==> src/rtl/femto_uart.sv <==
// femto_uart: a small memory-mapped UART for a SoC iomem port.
// Register window of 16 bytes: DATA, STATUS, DIV, reserved.
// TX path: byte FIFO feeding an 8N1 shifter. RX path: 2-flop synchroniser,
// centre-sampling receiver, single holding register with sticky error flags.
module femto_uart #(
    parameter logic [31:0] BASE_ADDR = 32'h0200_0000,
    parameter logic [15:0] RESET_DIV = 16'd104,
    parameter int          TX_DEPTH  = 4
) (
    input  logic        clk,
    input  logic        reset,
    input  logic        iomem_valid,
    output logic        iomem_ready,
    input  logic [3:0]  iomem_wstrb,
    input  logic [31:0] iomem_addr,
    input  logic [31:0] iomem_wdata,
    output logic [31:0] iomem_rdata,
    output logic        uart_tx,
    input  logic        uart_rx
);

    localparam int PW = (TX_DEPTH > 1) ? $clog2(TX_DEPTH) : 1;
    localparam int CW = PW + 1;

    typedef enum logic [1:0] {
        TX_IDLE  = 2'd0,
        TX_START = 2'd1,
        TX_DATA  = 2'd2,
        TX_STOP  = 2'd3
    } tx_state_t;

    typedef enum logic [1:0] {
        RX_IDLE  = 2'd0,
        RX_START = 2'd1,
        RX_DATA  = 2'd2,
        RX_STOP  = 2'd3
    } rx_state_t;

    // Bus side
    logic        ready_r;
    logic [31:0] rdata_r;
    logic        sel_s, req_s, accept_s, wr_s;
    logic        is_data_s, is_status_s, is_div_s;
    logic        push_req_s, push_s, rd_clear_s;
    logic [31:0] rd_val_s;

    // Configuration
    logic [15:0] div_r;
    logic [15:0] div_eff_s;

    // TX FIFO
    logic [7:0]    fifo_mem_r [TX_DEPTH];
    logic [PW-1:0] wr_ptr_r, rd_ptr_r;
    logic [CW-1:0] count_r;
    logic          fifo_full_s, fifo_empty_s;

    // TX shifter
    tx_state_t   tx_state_r, tx_state_s;
    logic [15:0] tx_cnt_r, tx_cnt_s;
    logic [2:0]  tx_bit_r, tx_bit_s;
    logic [7:0]  tx_shift_r, tx_shift_s;
    logic        tx_out_r, tx_out_s;
    logic        pop_s, tx_idle_s;

    // RX receiver
    logic        rx_meta_r, rx_sync_r, rx_prev_r;
    rx_state_t   rx_state_r, rx_state_s;
    logic [15:0] rx_cnt_r, rx_cnt_s;
    logic [2:0]  rx_bit_r, rx_bit_s;
    logic [7:0]  rx_shift_r, rx_shift_s;
    logic        rx_done_s, ferr_set_s;
    logic [7:0]  rx_byte_r;
    logic        rx_valid_r, rx_overrun_r, frame_err_r;
    logic        ovr_set_s;

    logic unused_s;
    assign unused_s = ^{iomem_addr[1:0], iomem_wstrb[3:2], iomem_wdata[31:16]};

    assign iomem_ready = ready_r;
    assign iomem_rdata = rdata_r;
    assign uart_tx     = tx_out_r;

    // A divisor below 4 would leave no room for the half-bit start check.
    assign div_eff_s    = (div_r < 16'd4) ? 16'd4 : div_r;
    assign fifo_full_s  = (count_r == CW'(TX_DEPTH));
    assign fifo_empty_s = (count_r == {CW{1'b0}});
    assign tx_idle_s    = fifo_empty_s && (tx_state_r == TX_IDLE);

    // Decode. A request is not taken in the cycle its ready pulse is shown,
    // so a held valid cannot complete twice.
    assign sel_s       = iomem_valid && (iomem_addr[31:4] == BASE_ADDR[31:4]);
    assign req_s       = sel_s && !ready_r;
    assign wr_s        = |iomem_wstrb;
    assign is_data_s   = (iomem_addr[3:2] == 2'd0);
    assign is_status_s = (iomem_addr[3:2] == 2'd1);
    assign is_div_s    = (iomem_addr[3:2] == 2'd2);
    assign push_req_s  = req_s && is_data_s && iomem_wstrb[0];
    // A push into a full FIFO waits, but succeeds in the cycle the shifter pops.
    assign accept_s    = req_s && (!push_req_s || !fifo_full_s || pop_s);
    assign push_s      = accept_s && push_req_s;
    assign rd_clear_s  = accept_s && !wr_s && is_data_s && rx_valid_r;
    assign ovr_set_s   = rx_done_s && rx_valid_r && !rd_clear_s;

    // Read mux for the register window.
    always_comb begin
        rd_val_s = 32'd0;
        case (iomem_addr[3:2])
            2'd0:    rd_val_s = rx_valid_r ? {23'd0, 1'b1, rx_byte_r} : 32'd0;
            2'd1:    rd_val_s = {27'd0, frame_err_r, rx_overrun_r, rx_valid_r,
                                 tx_idle_s, fifo_full_s};
            2'd2:    rd_val_s = {16'd0, div_r};
            default: rd_val_s = 32'd0;
        endcase
    end

    // Bus completion pulse and read data, zero outside the pulse.
    always_ff @(posedge clk or posedge reset) begin
        if (reset) begin
            ready_r <= 1'b0;
            rdata_r <= 32'd0;
        end else begin
            ready_r <= accept_s;
            rdata_r <= (accept_s && !wr_s) ? rd_val_s : 32'd0;
        end
    end

    // Baud divisor register, byte-writable.
    always_ff @(posedge clk or posedge reset) begin
        if (reset) begin
            div_r <= RESET_DIV;
        end else if (accept_s && wr_s && is_div_s) begin
            if (iomem_wstrb[0]) div_r[7:0]  <= iomem_wdata[7:0];
            if (iomem_wstrb[1]) div_r[15:8] <= iomem_wdata[15:8];
        end
    end

    // FIFO storage; contents are don't-care until pointers say otherwise.
    always_ff @(posedge clk) begin
        if (push_s) fifo_mem_r[wr_ptr_r] <= iomem_wdata[7:0];
    end

    // FIFO pointers and occupancy; push and pop together leave count alone.
    always_ff @(posedge clk or posedge reset) begin
        if (reset) begin
            wr_ptr_r <= {PW{1'b0}};
            rd_ptr_r <= {PW{1'b0}};
            count_r  <= {CW{1'b0}};
        end else begin
            if (push_s) wr_ptr_r <= wr_ptr_r + 1'b1;
            if (pop_s)  rd_ptr_r <= rd_ptr_r + 1'b1;
            case ({push_s, pop_s})
                2'b10:   count_r <= count_r + 1'b1;
                2'b01:   count_r <= count_r - 1'b1;
                default: count_r <= count_r;
            endcase
        end
    end

    // TX next state: each bit lasts the divisor sampled at its start, and the
    // stop bit's last cycle pops the next byte so frames run gap-free.
    always_comb begin
        tx_state_s = tx_state_r;
        tx_cnt_s   = tx_cnt_r;
        tx_bit_s   = tx_bit_r;
        tx_shift_s = tx_shift_r;
        tx_out_s   = tx_out_r;
        pop_s      = 1'b0;
        case (tx_state_r)
            TX_IDLE: begin
                if (!fifo_empty_s) begin
                    pop_s      = 1'b1;
                    tx_shift_s = fifo_mem_r[rd_ptr_r];
                    tx_out_s   = 1'b0;
                    tx_cnt_s   = div_eff_s - 16'd1;
                    tx_state_s = TX_START;
                end else begin
                    tx_out_s   = 1'b1;
                end
            end
            TX_START: begin
                if (tx_cnt_r == 16'd0) begin
                    tx_state_s = TX_DATA;
                    tx_out_s   = tx_shift_r[0];
                    tx_bit_s   = 3'd0;
                    tx_cnt_s   = div_eff_s - 16'd1;
                end else begin
                    tx_cnt_s   = tx_cnt_r - 16'd1;
                end
            end
            TX_DATA: begin
                if (tx_cnt_r == 16'd0) begin
                    tx_cnt_s = div_eff_s - 16'd1;
                    if (tx_bit_r == 3'd7) begin
                        tx_state_s = TX_STOP;
                        tx_out_s   = 1'b1;
                    end else begin
                        tx_bit_s   = tx_bit_r + 3'd1;
                        tx_shift_s = {1'b0, tx_shift_r[7:1]};
                        tx_out_s   = tx_shift_r[1];
                    end
                end else begin
                    tx_cnt_s = tx_cnt_r - 16'd1;
                end
            end
            TX_STOP: begin
                if (tx_cnt_r == 16'd0) begin
                    if (!fifo_empty_s) begin
                        pop_s      = 1'b1;
                        tx_shift_s = fifo_mem_r[rd_ptr_r];
                        tx_out_s   = 1'b0;
                        tx_cnt_s   = div_eff_s - 16'd1;
                        tx_state_s = TX_START;
                    end else begin
                        tx_out_s   = 1'b1;
                        tx_state_s = TX_IDLE;
                    end
                end else begin
                    tx_cnt_s = tx_cnt_r - 16'd1;
                end
            end
            default: begin
                tx_state_s = TX_IDLE;
                tx_out_s   = 1'b1;
            end
        endcase
    end

    // TX state register; the line output is registered and idles high.
    always_ff @(posedge clk or posedge reset) begin
        if (reset) begin
            tx_state_r <= TX_IDLE;
            tx_cnt_r   <= 16'd0;
            tx_bit_r   <= 3'd0;
            tx_shift_r <= 8'd0;
            tx_out_r   <= 1'b1;
        end else begin
            tx_state_r <= tx_state_s;
            tx_cnt_r   <= tx_cnt_s;
            tx_bit_r   <= tx_bit_s;
            tx_shift_r <= tx_shift_s;
            tx_out_r   <= tx_out_s;
        end
    end

    // RX synchroniser plus one delayed copy for falling-edge detection.
    always_ff @(posedge clk or posedge reset) begin
        if (reset) begin
            rx_meta_r <= 1'b1;
            rx_sync_r <= 1'b1;
            rx_prev_r <= 1'b1;
        end else begin
            rx_meta_r <= uart_rx;
            rx_sync_r <= rx_meta_r;
            rx_prev_r <= rx_sync_r;
        end
    end

    // RX next state: half-bit start check rejects glitches, then one sample
    // per bit period from the start-bit centre, LSB first.
    always_comb begin
        rx_state_s = rx_state_r;
        rx_cnt_s   = rx_cnt_r;
        rx_bit_s   = rx_bit_r;
        rx_shift_s = rx_shift_r;
        rx_done_s  = 1'b0;
        ferr_set_s = 1'b0;
        case (rx_state_r)
            RX_IDLE: begin
                if (rx_prev_r && !rx_sync_r) begin
                    rx_state_s = RX_START;
                    rx_cnt_s   = (div_eff_s >> 1) - 16'd1;
                end else begin
                    rx_state_s = RX_IDLE;
                end
            end
            RX_START: begin
                if (rx_cnt_r == 16'd0) begin
                    if (rx_sync_r) begin
                        rx_state_s = RX_IDLE;
                    end else begin
                        rx_state_s = RX_DATA;
                        rx_bit_s   = 3'd0;
                        rx_cnt_s   = div_eff_s - 16'd1;
                    end
                end else begin
                    rx_cnt_s = rx_cnt_r - 16'd1;
                end
            end
            RX_DATA: begin
                if (rx_cnt_r == 16'd0) begin
                    rx_shift_s = {rx_sync_r, rx_shift_r[7:1]};
                    rx_cnt_s   = div_eff_s - 16'd1;
                    if (rx_bit_r == 3'd7) begin
                        rx_state_s = RX_STOP;
                    end else begin
                        rx_bit_s   = rx_bit_r + 3'd1;
                    end
                end else begin
                    rx_cnt_s = rx_cnt_r - 16'd1;
                end
            end
            RX_STOP: begin
                if (rx_cnt_r == 16'd0) begin
                    rx_state_s = RX_IDLE;
                    if (rx_sync_r) begin
                        rx_done_s  = 1'b1;
                    end else begin
                        ferr_set_s = 1'b1;
                    end
                end else begin
                    rx_cnt_s = rx_cnt_r - 16'd1;
                end
            end
            default: begin
                rx_state_s = RX_IDLE;
            end
        endcase
    end

    // RX state register.
    always_ff @(posedge clk or posedge reset) begin
        if (reset) begin
            rx_state_r <= RX_IDLE;
            rx_cnt_r   <= 16'd0;
            rx_bit_r   <= 3'd0;
            rx_shift_r <= 8'd0;
        end else begin
            rx_state_r <= rx_state_s;
            rx_cnt_r   <= rx_cnt_s;
            rx_bit_r   <= rx_bit_s;
            rx_shift_r <= rx_shift_s;
        end
    end

    // RX holding register and sticky flags. A read clearing rx_valid in the
    // same cycle a byte lands frees the slot for that byte; a new error event
    // beats a simultaneous software clear.
    always_ff @(posedge clk or posedge reset) begin
        if (reset) begin
            rx_byte_r    <= 8'd0;
            rx_valid_r   <= 1'b0;
            rx_overrun_r <= 1'b0;
            frame_err_r  <= 1'b0;
        end else begin
            if (rx_done_s && !ovr_set_s) begin
                rx_byte_r  <= rx_shift_r;
                rx_valid_r <= 1'b1;
            end else if (rd_clear_s) begin
                rx_valid_r <= 1'b0;
            end

            if (ovr_set_s) begin
                rx_overrun_r <= 1'b1;
            end else if (accept_s && is_status_s && iomem_wstrb[0] && iomem_wdata[3]) begin
                rx_overrun_r <= 1'b0;
            end

            if (ferr_set_s) begin
                frame_err_r <= 1'b1;
            end else if (accept_s && is_status_s && iomem_wstrb[0] && iomem_wdata[4]) begin
                frame_err_r <= 1'b0;
            end
        end
    end

endmodule
==> config.mk <==
export PLATFORM = sky130hd
export DESIGN_NAME = femto_uart
export DESIGN_NICKNAME = d
export VERILOG_FILES = /design/src/rtl/femto_uart.sv
export SDC_FILE = /design/constraint.sdc
export NUM_CORES = 1
export LEC_CHECK = 0
export ABC_AREA = 1
export BUFFER_PORTS_ARGS = -buffer_cell sky130_fd_sc_hd__clkbuf_2
export CAP_MARGIN = 25
export CORE_MARGIN = 10
export CORE_UTILIZATION = 53
export DETAILED_ROUTE_END_ITERATION = 10
export HOLD_SLACK_MARGIN = 0.02
export PLACE_DENSITY = 0.77
export SYNTH_ARGS = -nofsm -noshare
export SYNTH_HDL_FRONTEND = slang
export SYNTH_SLANG_ARGS = --single-unit
==> constraint.sdc <==
create_clock -name clk -period 3.5 [get_ports clk]
set_clock_uncertainty 0.1 [all_clocks]
set_input_delay 0.7 -clock clk [delete_from_list [all_inputs] [get_ports clk]]
set_output_delay 0.7 -clock clk [all_outputs]
set_load 0.005 [all_outputs]
==> report_table.html, run 1 <==
<table>
<tr><th>Metric</th><th>Value</th></tr>
<tr><th colspan="2">Timing</th></tr>
<tr><td>Highest clock rate</td><td>0.3277 GHz</td></tr>
<tr><td>Remaining max-slew budget at the tightest pin</td><td>0.5550</td></tr>
<tr><td>Total Neg Setup Slack</td><td>0 ps</td></tr>
<tr><td>Fin crit share</td><td>0.8718</td></tr>
<tr><td>Minimum clock period after layout</td><td>3051 ps</td></tr>
<tr><td>Pins Over Slew Limit</td><td>0</td></tr>
<tr><td>Crit path setup slack, layout</td><td>448.7 ps</td></tr>
<tr><td>Count of final hold-check violations</td><td>0</td></tr>
<tr><td>Unrepaired setup endpoints after global routing</td><td>no</td></tr>
<tr><td>Slew at the pin closest to its max-slew limit</td><td>660.5 ps</td></tr>
<tr><td>Count of final setup violators</td><td>0</td></tr>
<tr><th colspan="2">Logic synthesis</th></tr>
<tr><td>Portion of netlist area occupied by mux cells</td><td>0.01272</td></tr>
<tr><td>Most used DFF post-synth</td><td>dfrtp_1</td></tr>
<tr><td>Area share of and/or/nand/nor cells after synthesis</td><td>0.2702</td></tr>
<tr><td>Xor and xnor area share after synthesis</td><td>0.03101</td></tr>
<tr><td>Biggest area consumer among synthesized cells</td><td>dfrtp_1</td></tr>
<tr><td>Library cell with the highest instance count after synthesis</td><td>nand2_1</td></tr>
<tr><td>Post-synthesis sequential element count</td><td>145</td></tr>
<tr><td>Post-synthesis share of cell area spent on full adders, half adders and majority gates</td><td>0.03658</td></tr>
<tr><td>Average cell area after synthesis</td><td>7.910 sq um</td></tr>
<tr><td>Number of distinct library cells after synthesis</td><td>57</td></tr>
<tr><td>Commonest cells in the netlist</td><td>nand2_1, inv_1, nor2_1</td></tr>
<tr><td>Post-synthesis cell count</td><td>1,107</td></tr>
<tr><td>Post-synth EDFFs</td><td>32</td></tr>
<tr><td>Top cells by area in the synthesized netlist</td><td>dfrtp_1, nand2_1, edfxtp_1</td></tr>
<tr><td>Async S/R FF share, synth</td><td>0.7793</td></tr>
<tr><td>Proportion of netlist area held by the largest area contributor</td><td>0.3029</td></tr>
<tr><td>Netlist area before placement</td><td>0.008756 sq mm</td></tr>
<tr><td>Seq/Total Area, Yosys</td><td>0.4337</td></tr>
<tr><td>Compound-Gate Fraction of Synth Area</td><td>0.1266</td></tr>
<tr><td>Dominant combinational cell family by area after synthesis</td><td>simple AND/OR/NAND/NOR gates</td></tr>
<tr><td>Synth warn</td><td>0</td></tr>
<tr><th colspan="2">Final layout</th></tr>
<tr><td>Fillers</td><td>1,378</td></tr>
<tr><td>Nets</td><td>1,276</td></tr>
<tr><td>Fin util</td><td>0.6140</td></tr>
<tr><td>Combined area of the multi-input logic cells</td><td>0.004238 sq mm</td></tr>
<tr><td>Relative area change from synthesis to final layout</td><td>12.60%</td></tr>
<tr><td>Inserted Diodes</td><td>0</td></tr>
<tr><td>Combined flip-flop and latch cell area</td><td>0.003797 sq mm</td></tr>
<tr><td>Share of cells above drive strength 1</td><td>0.1477</td></tr>
<tr><td>Cell area after layout</td><td>0.009859 sq mm</td></tr>
<tr><th colspan="2">Worst setup path</th></tr>
<tr><td>Crit-path slowest cell</td><td>dfrtp_1</td></tr>
<tr><td>Endpoint of the most critical register-to-register path</td><td>tx_cnt_r[5]</td></tr>
<tr><td>Delay of the slowest cell on the worst path</td><td>480 ps</td></tr>
<tr><td>Dominant cell type by count on the critical path</td><td>nand2_1</td></tr>
<tr><td>FF-to-FF path depth</td><td>18</td></tr>
<tr><td>Critical path class</td><td>reg -&gt; reg</td></tr>
<tr><td>Chain of cells forming the critical path</td><td>nor2_1 -&gt; nand2_1 -&gt; nor2_1 -&gt; nand2_2 -&gt; inv_1 -&gt; nor2_1 -&gt; inv_1 -&gt; ha_1 -&gt; nand2_1 -&gt; inv_1 -&gt; nand2_4 -&gt; xnor2_1 -&gt; nand2_1 -&gt; o21ai_0 -&gt; nand2_1 -&gt; nand2_1 -&gt; nand2_1 -&gt; nand2_1</td></tr>
<tr><td>Required time of the worst setup path</td><td>3770 ps</td></tr>
<tr><td>Kind of capture point of the worst setup path</td><td>flop</td></tr>
<tr><td>Worst EP arrival</td><td>3320 ps</td></tr>
<tr><td>CP startpoint kind</td><td>flop</td></tr>
<tr><td>Highest net fanout along the worst path</td><td>7</td></tr>
<tr><td>Register-to-register setup slack</td><td>450 ps</td></tr>
<tr><td>FF-to-FF Start</td><td>div_r[8]</td></tr>
<tr><th colspan="2">Floorplanning</th></tr>
<tr><td>Die Ht</td><td>148.5 um</td></tr>
<tr><td>Starting utilization of the core area</td><td>0.5453</td></tr>
<tr><td>Horizontal die dimension</td><td>148.5 um</td></tr>
<tr><td>Std-Cell Rows</td><td>46</td></tr>
<tr><td>Floorplan core area</td><td>0.01606 sq mm</td></tr>
<tr><td>Die Outline Area</td><td>0.02206 sq mm</td></tr>
<tr><td>I/O pin cnt</td><td>106</td></tr>
<tr><th colspan="2">GRT</th></tr>
<tr><td>Wire length of the first global-routing pass</td><td>36.05 mm</td></tr>
<tr><td>Met2 usage in global routing</td><td>0.3215</td></tr>
<tr><td>GR Overflow Total</td><td>0</td></tr>
<tr><td>Initial antenna violation count</td><td>0</td></tr>
<tr><td>Number of global-route vias before repair</td><td>7,207</td></tr>
<tr><td>Met3 global-route usage</td><td>0.04854</td></tr>
<tr><td>Global-route usage over all layers</td><td>0.2026</td></tr>
<tr><td>Pin count of the biggest net entering global routing</td><td>59</td></tr>
<tr><td>Met1 Use GR</td><td>0.2634</td></tr>
<tr><td>GRT Max-Usage Layer</td><td>met2</td></tr>
<tr><th colspan="2">CTS</th></tr>
<tr><td>Skew-Pair Late Insertion Delay</td><td>430 ps</td></tr>
<tr><td>Number of buffers inserted by post-CTS setup repair</td><td>0</td></tr>
<tr><td>Clock buffer count from CTS</td><td>17</td></tr>
<tr><td>Clock tree from TritonCTS</td><td>done</td></tr>
<tr><td>Number of hold buffers added after cts</td><td>0</td></tr>
<tr><td>Sink count of the clock tree</td><td>145</td></tr>
<tr><td>Post-cts repair resize count</td><td>0</td></tr>
<tr><td>Root cell of the clock tree</td><td>clkbuf_16</td></tr>
<tr><td>Htree depth</td><td>4</td></tr>
<tr><td>Clock buffer depth</td><td>2</td></tr>
<tr><td>Clock slew at the register clock pins of the worst setup and hold paths</td><td>60 ps</td></tr>
<tr><th colspan="2">Power</th></tr>
<tr><td>Switching Power</td><td>1.579 mW</td></tr>
<tr><td>Sw Ratio</td><td>0.3204</td></tr>
<tr><td>Clock network fraction of design power</td><td>0.365</td></tr>
<tr><td>P per Cell Area</td><td>499.7 mW/mm^2</td></tr>
<tr><td>Proportion of power drawn by flip-flops and latches</td><td>0.406</td></tr>
<tr><td>Internal power contribution</td><td>3.348 mW</td></tr>
<tr><td>Leakage power summed over all cells</td><td>4.854 nW</td></tr>
<tr><td>Largest voltage drop on the vdd net</td><td>0.0004214 V</td></tr>
<tr><td>Fraction of power consumed by combinational cells</td><td>0.229</td></tr>
<tr><td>PnR Total Power</td><td>4.927 mW</td></tr>
<tr><th colspan="2">Placement</th></tr>
<tr><td>Instance area after placement</td><td>0.009278 sq mm</td></tr>
<tr><td>Pre-CTS setup slack</td><td>540.8 ps</td></tr>
<tr><td>Detailed-placement wirelength estimate</td><td>16.26 mm</td></tr>
<tr><td>Port Buffers</td><td>71</td></tr>
<tr><td>Placer Congestion</td><td>0.9899</td></tr>
<tr><th colspan="2">Routing</th></tr>
<tr><td>Initial DRC count</td><td>934</td></tr>
<tr><td>DRT Pass-1 Iters</td><td>6</td></tr>
<tr><td>Detailed-route vias per instance</td><td>5.428</td></tr>
<tr><td>Routed length per instance</td><td>15.84 um</td></tr>
<tr><td>Residual DRC</td><td>0</td></tr>
<tr><td>Post-DRT Antenna Nets</td><td>0</td></tr>
<tr><td>Total wire length</td><td>22.30 mm</td></tr>
<tr><td>Number of vias after detailed routing</td><td>7,643</td></tr>
<tr><th colspan="2">Flow run</th></tr>
<tr><td>Number of maximum-capacitance constraint violations</td><td>0</td></tr>
<tr><th colspan="2">Outcome</th></tr>
<tr><td>Outcome</td><td>finished, final reports clean</td></tr>
<tr><th colspan="2">Worst hold path</th></tr>
<tr><td>Class of the tightest hold or removal check</td><td>in -&gt; async</td></tr>
</table>
## area by class of cell
type	count	area share
timing repair buffer	87	0.04949
clock inverter	11	0.01332
sequential	145	0.3852
tap	216	0.02741
clock buffer	21	0.04569
multi-input combinational	800	0.4298
inverter	128	0.04911
## critical path, delay by kind of cell, from the launching register on
kind / cells / cell delay (ps)
simple gates: 12 / 1190
flops: 1 / 480
buf+inv: 3 / 410
xor+xnor: 1 / 410
fa+ha+maj: 1 / 240
compound gates: 1 / 160
## per-layer routing
metal	part of all wire	routed length (um)
met1	0.44	9838
met2	0.46	10360
met3	0.076	1692
met4	0.018	406
met5	0	0
## per-stage QoR
stage	hold slack, ps	std cells
after global routing	194.4	1408
after global placement	246.1	1376
after CTS	170.3	1408
final	169.1	1408
after detailed placement	252.3	1376
after floorplan	245.2	1122
## power groups by stage
stage / sequential [mW] / combinational [mW] / clock (mW)
4_1_cts: 2.00 / 1.12 / 1.82
2_1_floorplan: 2.00 / 0.892 / 0
3_5_place_dp: 2.03 / 1.12 / 0
6_report: 2.00 / 1.13 / 1.80
3_3_place_gp: 2.02 / 1.09 / 0
5_1_grt: 2.02 / 1.28 / 1.88
## worst max-delay path by stage
stage | cells past startpoint | slack (ps) | start | to
3_5_place_dp | 16 | 540 | div_r[5] | rx_cnt_r[9]
3_3_place_gp | 16 | 590 | div_r[5] | rx_cnt_r[9]
2_1_floorplan | 17 | 990 | div_r[5] | tx_cnt_r[14]
5_1_grt | 18 | 100 | div_r[8] | tx_cnt_r[5]
6_report | 18 | 450 | div_r[8] | tx_cnt_r[5]
4_1_cts | 16 | 510 | div_r[5] | rx_cnt_r[9]
## cells in the final DEF (no fill, tap or decap), types with 3 or more instances in the layout
| master | n |
|---|---|
| dfrtp_1 | 106 |
| xor2_1 | 26 |
| nor4_1 | 5 |
| o21ai_1 | 4 |
| edfxtp_1 | 32 |
| clkinvlp_4 | 4 |
| nand2_4 | 4 |
| o31ai_1 | 4 |
| o21ai_2 | 17 |
| nor2_1 | 122 |
| and2_1 | 3 |
| clkinv_4 | 3 |
| a31oi_1 | 4 |
| a21oi_1 | 45 |
| conb_1 | 16 |
| nand3_1 | 76 |
| o211ai_1 | 10 |
| dfstp_2 | 7 |
| clkbuf_16 | 17 |
| mux2_2 | 9 |
| xnor2_1 | 5 |
| buf_4 | 15 |
| nor2_2 | 3 |
| a221oi_1 | 6 |
| ha_1 | 24 |
| nand2_1 | 275 |
| a32oi_1 | 5 |
| nand4_1 | 14 |
| nor2_4 | 5 |
| nor3_1 | 17 |
| nand2_2 | 6 |
| clkbuf_2 | 71 |
| o21ai_0 | 69 |
| a22oi_1 | 4 |
| clkbuf_1 | 3 |
| inv_1 | 125 |
## registers in the layout, summed over array words and instances, names as in the netlist, 8 cells and up, named ones only
register	flops
rx_byte_r	8
tx_cnt_r	16
fifo_mem_r	32
tx_shift_r	8
iomem_rdata	16
div_r	16
rx_cnt_r	16
rx_shift_r	8
## cells by family (layout without fill, tap and decap cells)
family | after synthesis | count (layout)
simple gates | 537 | 537
other cells | 1 | 16
flops | 145 | 145
fa+ha+maj | 25 | 25
xor+xnor | 31 | 31
compound gates | 181 | 181
buf+inv | 177 | 247
mux | 10 | 10
Note: power is estimated with default switching activity, not from simulation.
==> run 2: changes to the inputs <==
- CORE_ASPECT_RATIO: default -> 1.4
==> run 2 against run 1 <==
Net effect: global-route usage grew 1.1 points; non-clock buffer count grew 3; register-to-register slack gained 90 ps.
==> report_table.html, run 2 (synthesis results as in run 1) <==
<table>
<tr><th>Metric</th><th>Value</th></tr>
<tr><th colspan="2">Outcome</th></tr>
<tr><td>Outcome</td><td>finished, final reports clean</td></tr>
<tr><th colspan="2">Routing</th></tr>
<tr><td>Residual DRC</td><td>0</td></tr>
<tr><td>Routed length per instance</td><td>16.46 um</td></tr>
<tr><td>Initial DRC count</td><td>620</td></tr>
<tr><td>Number of vias after detailed routing</td><td>7,693</td></tr>
<tr><td>Total wire length</td><td>22.95 mm</td></tr>
<tr><td>Detailed-route vias per instance</td><td>5.519</td></tr>
<tr><td>Post-DRT Antenna Nets</td><td>0</td></tr>
<tr><td>DRT Pass-1 Iters</td><td>6</td></tr>
<tr><th colspan="2">Timing</th></tr>
<tr><td>Remaining max-slew budget at the tightest pin</td><td>0.4920</td></tr>
<tr><td>Count of final setup violators</td><td>0</td></tr>
<tr><td>Hold Slack</td><td>184.0 ps</td></tr>
<tr><td>Count of final hold-check violations</td><td>0</td></tr>
<tr><td>Minimum clock period after layout</td><td>2960 ps</td></tr>
<tr><td>Highest clock rate</td><td>0.3379 GHz</td></tr>
<tr><td>Crit path setup slack, layout</td><td>540.5 ps</td></tr>
<tr><td>Fin crit share</td><td>0.8456</td></tr>
<tr><td>Slew at the pin closest to its max-slew limit</td><td>755.1 ps</td></tr>
<tr><td>Unrepaired setup endpoints after global routing</td><td>no</td></tr>
<tr><td>Pins Over Slew Limit</td><td>0</td></tr>
<tr><td>Total Neg Setup Slack</td><td>0 ps</td></tr>
<tr><th colspan="2">Floorplanning</th></tr>
<tr><td>Horizontal die dimension</td><td>128.6 um</td></tr>
<tr><td>Die Outline Area</td><td>0.02213 sq mm</td></tr>
<tr><td>Floorplan core area</td><td>0.01617 sq mm</td></tr>
<tr><td>Std-Cell Rows</td><td>55</td></tr>
<tr><td>I/O pin cnt</td><td>106</td></tr>
<tr><td>Die Ht</td><td>172.1 um</td></tr>
<tr><td>Starting utilization of the core area</td><td>0.5414</td></tr>
<tr><th colspan="2">Final layout</th></tr>
<tr><td>Cell area after layout</td><td>0.009893 sq mm</td></tr>
<tr><td>Register containing the most flip-flops in the final layout</td><td>fifo_mem_r</td></tr>
<tr><td>Highest-count cells in the layout ignoring fill and taps</td><td>nand2_1, inv_1, nor2_1</td></tr>
<tr><td>Share of cells above drive strength 1</td><td>0.1515</td></tr>
<tr><td>Inserted Diodes</td><td>0</td></tr>
<tr><td>Post-Layout Cell Count</td><td>1,394</td></tr>
<tr><td>Most common cell after layout, fill and taps aside</td><td>nand2_1</td></tr>
<tr><td>Relative area change from synthesis to final layout</td><td>12.99%</td></tr>
<tr><td>Flip-flop count of the largest register after layout</td><td>32</td></tr>
<tr><td>Nets</td><td>1,279</td></tr>
<tr><th colspan="2">Power</th></tr>
<tr><td>Leakage power summed over all cells</td><td>4.899 nW</td></tr>
<tr><td>P per Cell Area</td><td>511.9 mW/mm^2</td></tr>
<tr><td>Largest voltage drop on the vdd net</td><td>0.0004439 V</td></tr>
<tr><th colspan="2">CTS</th></tr>
<tr><td>Clock buffer count from CTS</td><td>17</td></tr>
<tr><td>Sink count of the clock tree</td><td>145</td></tr>
<tr><td>Post-cts repair resize count</td><td>0</td></tr>
<tr><td>Number of buffers inserted by post-CTS setup repair</td><td>0</td></tr>
<tr><td>Clock slew at the register clock pins of the worst setup and hold paths</td><td>70 ps</td></tr>
<tr><td>Clock tree from TritonCTS</td><td>done</td></tr>
<tr><td>Htree depth</td><td>4</td></tr>
<tr><td>Root cell of the clock tree</td><td>clkbuf_16</td></tr>
<tr><td>Number of hold buffers added after cts</td><td>0</td></tr>
<tr><td>Skew-Pair Late Insertion Delay</td><td>440 ps</td></tr>
<tr><td>Clock buffer depth</td><td>2</td></tr>
<tr><th colspan="2">Worst setup path</th></tr>
<tr><td>Kind of capture point of the worst setup path</td><td>flop</td></tr>
<tr><td>Dominant cell type by count on the critical path</td><td>nand2_1</td></tr>
<tr><td>Required time of the worst setup path</td><td>3750 ps</td></tr>
<tr><td>Crit-path slowest cell</td><td>dfstp_2</td></tr>
<tr><td>Critical path class</td><td>reg -&gt; reg</td></tr>
<tr><td>CP startpoint kind</td><td>flop</td></tr>
<tr><td>Delay of the slowest cell on the worst path</td><td>650 ps</td></tr>
<tr><td>Chain of cells forming the critical path</td><td>nor2_4 -&gt; nand2_1 -&gt; nor2_1 -&gt; nand2_2 -&gt; inv_1 -&gt; nor2_1 -&gt; inv_1 -&gt; ha_1 -&gt; nand2_1 -&gt; nor2_1 -&gt; nand2_1 -&gt; xor2_1 -&gt; nand2_1 -&gt; nand2_1 -&gt; nand2_1 -&gt; a21oi_1</td></tr>
<tr><td>Highest net fanout along the worst path</td><td>7</td></tr>
<tr><td>Worst EP arrival</td><td>3210 ps</td></tr>
<tr><th colspan="2">GRT</th></tr>
<tr><td>Number of global-route vias before repair</td><td>7,602</td></tr>
<tr><td>GR Overflow Total</td><td>0</td></tr>
<tr><td>Global-route usage over all layers</td><td>0.2134</td></tr>
<tr><td>Wire length of the first global-routing pass</td><td>37.59 mm</td></tr>
<tr><td>Initial antenna violation count</td><td>0</td></tr>
<tr><td>Pin count of the biggest net entering global routing</td><td>45</td></tr>
<tr><th colspan="2">Placement</th></tr>
<tr><td>Placed cells</td><td>1,362</td></tr>
<tr><td>Instance area after placement</td><td>0.009279 sq mm</td></tr>
<tr><td>Port Buffers</td><td>71</td></tr>
<tr><td>Detailed-placement wirelength estimate</td><td>17.38 mm</td></tr>
<tr><td>Pre-CTS setup slack</td><td>581.1 ps</td></tr>
<tr><td>Placer Congestion</td><td>0.9935</td></tr>
<tr><th colspan="2">Worst hold path</th></tr>
<tr><td>Class of the tightest hold or removal check</td><td>in -&gt; async</td></tr>
<tr><th colspan="2">Flow run</th></tr>
<tr><td>Number of maximum-capacitance constraint violations</td><td>0</td></tr>
</table>
run 2: cell count changes in the layout (fill, tap and decap cells not counted), sizes merged:
cell,change
buf,+3
inv,+7
clkinvlp,-3
clkbuf,-4
run 2: report_power, final:
part	switching [mW]	internal, mW	leakage, nW	total [mW]
logic	0.769	0.392	2.83	1.16
clock network	0.813	1.09	0.303	1.90
registers	0.120	1.88	1.76	2.00
total	1.70	3.36	4.90	5.06
run 2: worst max-delay path, delay by kind of cell (launching register included):
kind                     cells  cell delay, ps
AND/OR/NAND/NOR             11            1190
flip-flops                   1             650
XOR/XNOR                     1             320
adder cells (fa/ha/maj)      1             270
buffers and inverters        2             200
AO/OA/AOI/OAI                1             170
run 2: stage by stage:
| stage | util | total power [mW] |
|---|---|---|
| finish | 0.6118 | 5.064 |
| global route | 0.6118 | 5.315 |
| CTS | 0.6118 | 5.075 |
| detailed placement | 0.5738 | 3.170 |
| global placement | 0.5738 | 3.142 |
| floorplan | - | 2.892 |
run 2: layout make-up:
class | instances | area [sq um]
well taps | 199 | 249.0
inverters | 128 | 484.2
flip-flops and latches | 145 | 3797
clock buffers | 17 | 425.4
clock inverters | 15 | 188.9
repair buffers | 90 | 510.5
fillers | 1407 | 6279
multi-input cells | 800 | 4238
run 2: per-layer routing:
layer,vias up,wire [um],track usage
li1,3767,-,-
met1,3621,9053,0.2441
met2,242,12010,0.3809
met3,63,1026,0.02757
met4,0,859,0.1063
met5,-,0,0
run 2: path summary, 6_finish.rpt:
path	cells past startpoint	slack, ps	start	to
min	2	180	reset	rx_shift_r[2]
max reg2reg	16	540	div_r[6]	rx_cnt_r[9]
max in group asynchronous	3	2390	reset	div_r[5]
max	16	540	div_r[6]	rx_cnt_r[9]
min in group clk	1	250	uart_rx	rx_meta_r
min reg2reg	0	260	rx_meta_r	rx_sync_r
==> run 3: changes to the inputs <==
- CORE_UTILIZATION: 53 -> 59
- PLACE_DENSITY: 0.77 -> 0.81
- clock period: 3.5 -> 2.85 ns (I/O delays scaled with it)
==> run 3 against run 2 <==
Net effect: count of clock-buffer cells in the layout did not move; sequential cell count did not move; sequential share of layout area fell by 0.66 points; final cell count rose by 0.65%; sequential power rose by 22%; maximum frequency rose by 8.0%; critical path depth rose by 1; largest power group unchanged.
==> report_table.html, run 3 (synthesis results as in run 1) <==
<table>
<tr><th>Metric</th><th>Value</th></tr>
<tr><th colspan="2">Power</th></tr>
<tr><td>Fraction of power consumed by combinational cells</td><td>0.229</td></tr>
<tr><td>Clock network fraction of design power</td><td>0.379</td></tr>
<tr><td>Proportion of power drawn by flip-flops and latches</td><td>0.392</td></tr>
<tr><td>Internal power contribution</td><td>4.143 mW</td></tr>
<tr><td>P per Cell Area</td><td>621.4 mW/mm^2</td></tr>
<tr><td>Sw Ratio</td><td>0.3376</td></tr>
<tr><td>Switching Power</td><td>2.112 mW</td></tr>
<tr><td>Largest voltage drop on the vdd net</td><td>0.0004400 V</td></tr>
<tr><td>Leakage power summed over all cells</td><td>5.002 nW</td></tr>
<tr><th colspan="2">Routing</th></tr>
<tr><td>Number of vias after detailed routing</td><td>7,865</td></tr>
<tr><td>Initial DRC count</td><td>810</td></tr>
<tr><td>DRT Pass-1 Iters</td><td>5</td></tr>
<tr><td>Residual DRC</td><td>0</td></tr>
<tr><td>Post-DRT Antenna Nets</td><td>0</td></tr>
<tr><td>Routed length per instance</td><td>16.60 um</td></tr>
<tr><td>Total wire length</td><td>23.29 mm</td></tr>
<tr><td>Detailed-route vias per instance</td><td>5.606</td></tr>
<tr><th colspan="2">Worst hold path</th></tr>
<tr><td>Class of the tightest hold or removal check</td><td>in -&gt; reg</td></tr>
<tr><th colspan="2">GRT</th></tr>
<tr><td>Wire length of the first global-routing pass</td><td>38.07 mm</td></tr>
<tr><td>Number of global-route vias before repair</td><td>7,731</td></tr>
<tr><td>Pin count of the biggest net entering global routing</td><td>114</td></tr>
<tr><td>Initial antenna violation count</td><td>0</td></tr>
<tr><td>Global-route usage over all layers</td><td>0.2358</td></tr>
<tr><td>GR Overflow Total</td><td>0</td></tr>
<tr><th colspan="2">Final layout</th></tr>
<tr><td>Relative area change from synthesis to final layout</td><td>14.96%</td></tr>
<tr><td>Register containing the most flip-flops in the final layout</td><td>fifo_mem_r</td></tr>
<tr><td>Combined area of the multi-input logic cells</td><td>0.004272 sq mm</td></tr>
<tr><td>Flip-flop count of the largest register after layout</td><td>32</td></tr>
<tr><td>Most common cell after layout, fill and taps aside</td><td>nand2_1</td></tr>
<tr><td>Post-Layout Cell Count</td><td>1,403</td></tr>
<tr><td>Share of cells above drive strength 1</td><td>0.1746</td></tr>
<tr><td>Combined flip-flop and latch cell area</td><td>0.003797 sq mm</td></tr>
<tr><td>Nets</td><td>1,298</td></tr>
<tr><td>Inserted Diodes</td><td>0</td></tr>
<tr><td>Highest-count cells in the layout ignoring fill and taps</td><td>nand2_1, inv_1, nor2_1</td></tr>
<tr><td>Fillers</td><td>1,182</td></tr>
<tr><th colspan="2">CTS</th></tr>
<tr><td>Clock slew at the register clock pins of the worst setup and hold paths</td><td>70 ps</td></tr>
<tr><td>Root cell of the clock tree</td><td>clkbuf_16</td></tr>
<tr><td>Number of hold buffers added after cts</td><td>0</td></tr>
<tr><td>Skew-Pair Late Insertion Delay</td><td>430 ps</td></tr>
<tr><td>Clock buffer depth</td><td>2</td></tr>
<tr><td>Clock tree from TritonCTS</td><td>done</td></tr>
<tr><td>Clock buffer count from CTS</td><td>17</td></tr>
<tr><td>Htree depth</td><td>4</td></tr>
<tr><td>Sink count of the clock tree</td><td>145</td></tr>
<tr><th colspan="2">Timing</th></tr>
<tr><td>Pins Over Slew Limit</td><td>0</td></tr>
<tr><td>Minimum clock period after layout</td><td>2739 ps</td></tr>
<tr><td>Remaining max-slew budget at the tightest pin</td><td>0.5836</td></tr>
<tr><td>Crit path setup slack, layout</td><td>110.8 ps</td></tr>
<tr><td>Slew at the pin closest to its max-slew limit</td><td>624.7 ps</td></tr>
<tr><td>Count of final setup violators</td><td>0</td></tr>
<tr><td>Unrepaired setup endpoints after global routing</td><td>yes</td></tr>
<tr><td>Highest clock rate</td><td>0.3651 GHz</td></tr>
<tr><td>Count of final hold-check violations</td><td>0</td></tr>
<tr><td>Fin crit share</td><td>0.9611</td></tr>
<tr><th colspan="2">Worst setup path</th></tr>
<tr><td>CP startpoint kind</td><td>flop</td></tr>
<tr><td>Critical path class</td><td>reg -&gt; reg</td></tr>
<tr><td>Highest net fanout along the worst path</td><td>6</td></tr>
<tr><td>Required time of the worst setup path</td><td>3030 ps</td></tr>
<tr><td>Kind of capture point of the worst setup path</td><td>flop</td></tr>
<tr><td>Worst EP arrival</td><td>2920 ps</td></tr>
<tr><th colspan="2">Floorplanning</th></tr>
<tr><td>Starting utilization of the core area</td><td>0.6035</td></tr>
<tr><td>Floorplan core area</td><td>0.01451 sq mm</td></tr>
<tr><td>Die Ht</td><td>164.1 um</td></tr>
<tr><td>Std-Cell Rows</td><td>52</td></tr>
<tr><td>I/O pin cnt</td><td>106</td></tr>
<tr><td>Horizontal die dimension</td><td>123.0 um</td></tr>
<tr><td>Die Outline Area</td><td>0.02018 sq mm</td></tr>
<tr><th colspan="2">Placement</th></tr>
<tr><td>Detailed-placement wirelength estimate</td><td>16.64 mm</td></tr>
<tr><td>Placed cells</td><td>1,371</td></tr>
<tr><td>Placer Congestion</td><td>1.018</td></tr>
<tr><td>Pre-CTS setup slack</td><td>154.9 ps</td></tr>
<tr><td>Port Buffers</td><td>71</td></tr>
<tr><th colspan="2">Flow run</th></tr>
<tr><td>Number of maximum-capacitance constraint violations</td><td>0</td></tr>
<tr><th colspan="2">Outcome</th></tr>
<tr><td>Outcome</td><td>finished, final reports clean</td></tr>
</table>
## run 3: cell type report
class / count / area share
clock buffers: 17 / 0.04226
flip-flops and latches: 145 / 0.3773
multi-input cells: 800 / 0.4244
well taps: 189 / 0.02349
inverters: 128 / 0.04810
clock inverters: 15 / 0.01964
repair buffers: 109 / 0.06489
## run 3: critical path, stage by stage (launching register included)
cell     delay [ps]
dfrtp_1         410
nor2_4          180
nand2_1         110
nor2_1          120
nand2_2         120
inv_2           110
nor2_1           60
inv_1            80
ha_2            220
nand2_1         110
nor2_2          170
nand2_1         140
o21ai_2         170
nand2_1         100
nand2_1          90
nand3_1          80
nand3_1          90
o21ai_0         120
## run 3: metal layers
metal / vias to the layer above / part of all wire / GRT usage / wire length (um)
met5: - / 0 / 0 / 0
met4: 0 / 0.032 / 0.1101 / 746
met3: 67 / 0.060 / 0.03883 / 1396
met2: 309 / 0.52 / 0.4124 / 12100
met1: 3680 / 0.39 / 0.2733 / 9047
li1: 3809 / - / - / -
## run 3: through the flow
stage | hold slack (ps) | power [mW] | utilization | instance area, sq um | TNS, ps
floorplan | 245.2 | 3.551 | - | 8816 | 0
global placement | 246.5 | 3.856 | 0.6485 | 9409 | 0
detailed placement | 247.2 | 3.891 | 0.6485 | 9409 | 0
CTS | 113.8 | 6.260 | 0.6914 | 10030 | 0
global route | 115.9 | 6.573 | 0.6938 | 10070 | -36.25
finish | 119.7 | 6.255 | 0.6938 | 10070 | 0
## run 3: repair_timing
action | 4_1_cts | 5_1_grt
setup buffers | 0 | 0
gates resized for setup | 0 | 14
endpoints found under the setup margin | 0 | 14
## run 3: path summary, 6_finish.rpt
check                      startpoint            end  slack, ps  cells after the start
max                          div_r[7]   rx_cnt_r[13]        110                     17
min                           uart_rx      rx_meta_r        120                      1
max reg2reg                  div_r[7]   rx_cnt_r[13]        110                     17
min reg2reg                 rx_meta_r      rx_sync_r        250                      0
max in group asynchronous       reset    rx_cnt_r[8]       1980                      3
min in group asynchronous       reset  rx_shift_r[0]        170                      3
## run 3: power by group through the flow
| stage | combinational, mW | sequential (mW) | clock, mW |
|---|---|---|---|
| after global routing | 1.62 | 2.47 | 2.48 |
| final | 1.43 | 2.45 | 2.37 |
| after detailed placement | 1.40 | 2.49 | 0 |
| after floorplan | 1.09 | 2.46 | 0 |
| after CTS | 1.42 | 2.45 | 2.39 |
| after global placement | 1.37 | 2.48 | 0 |
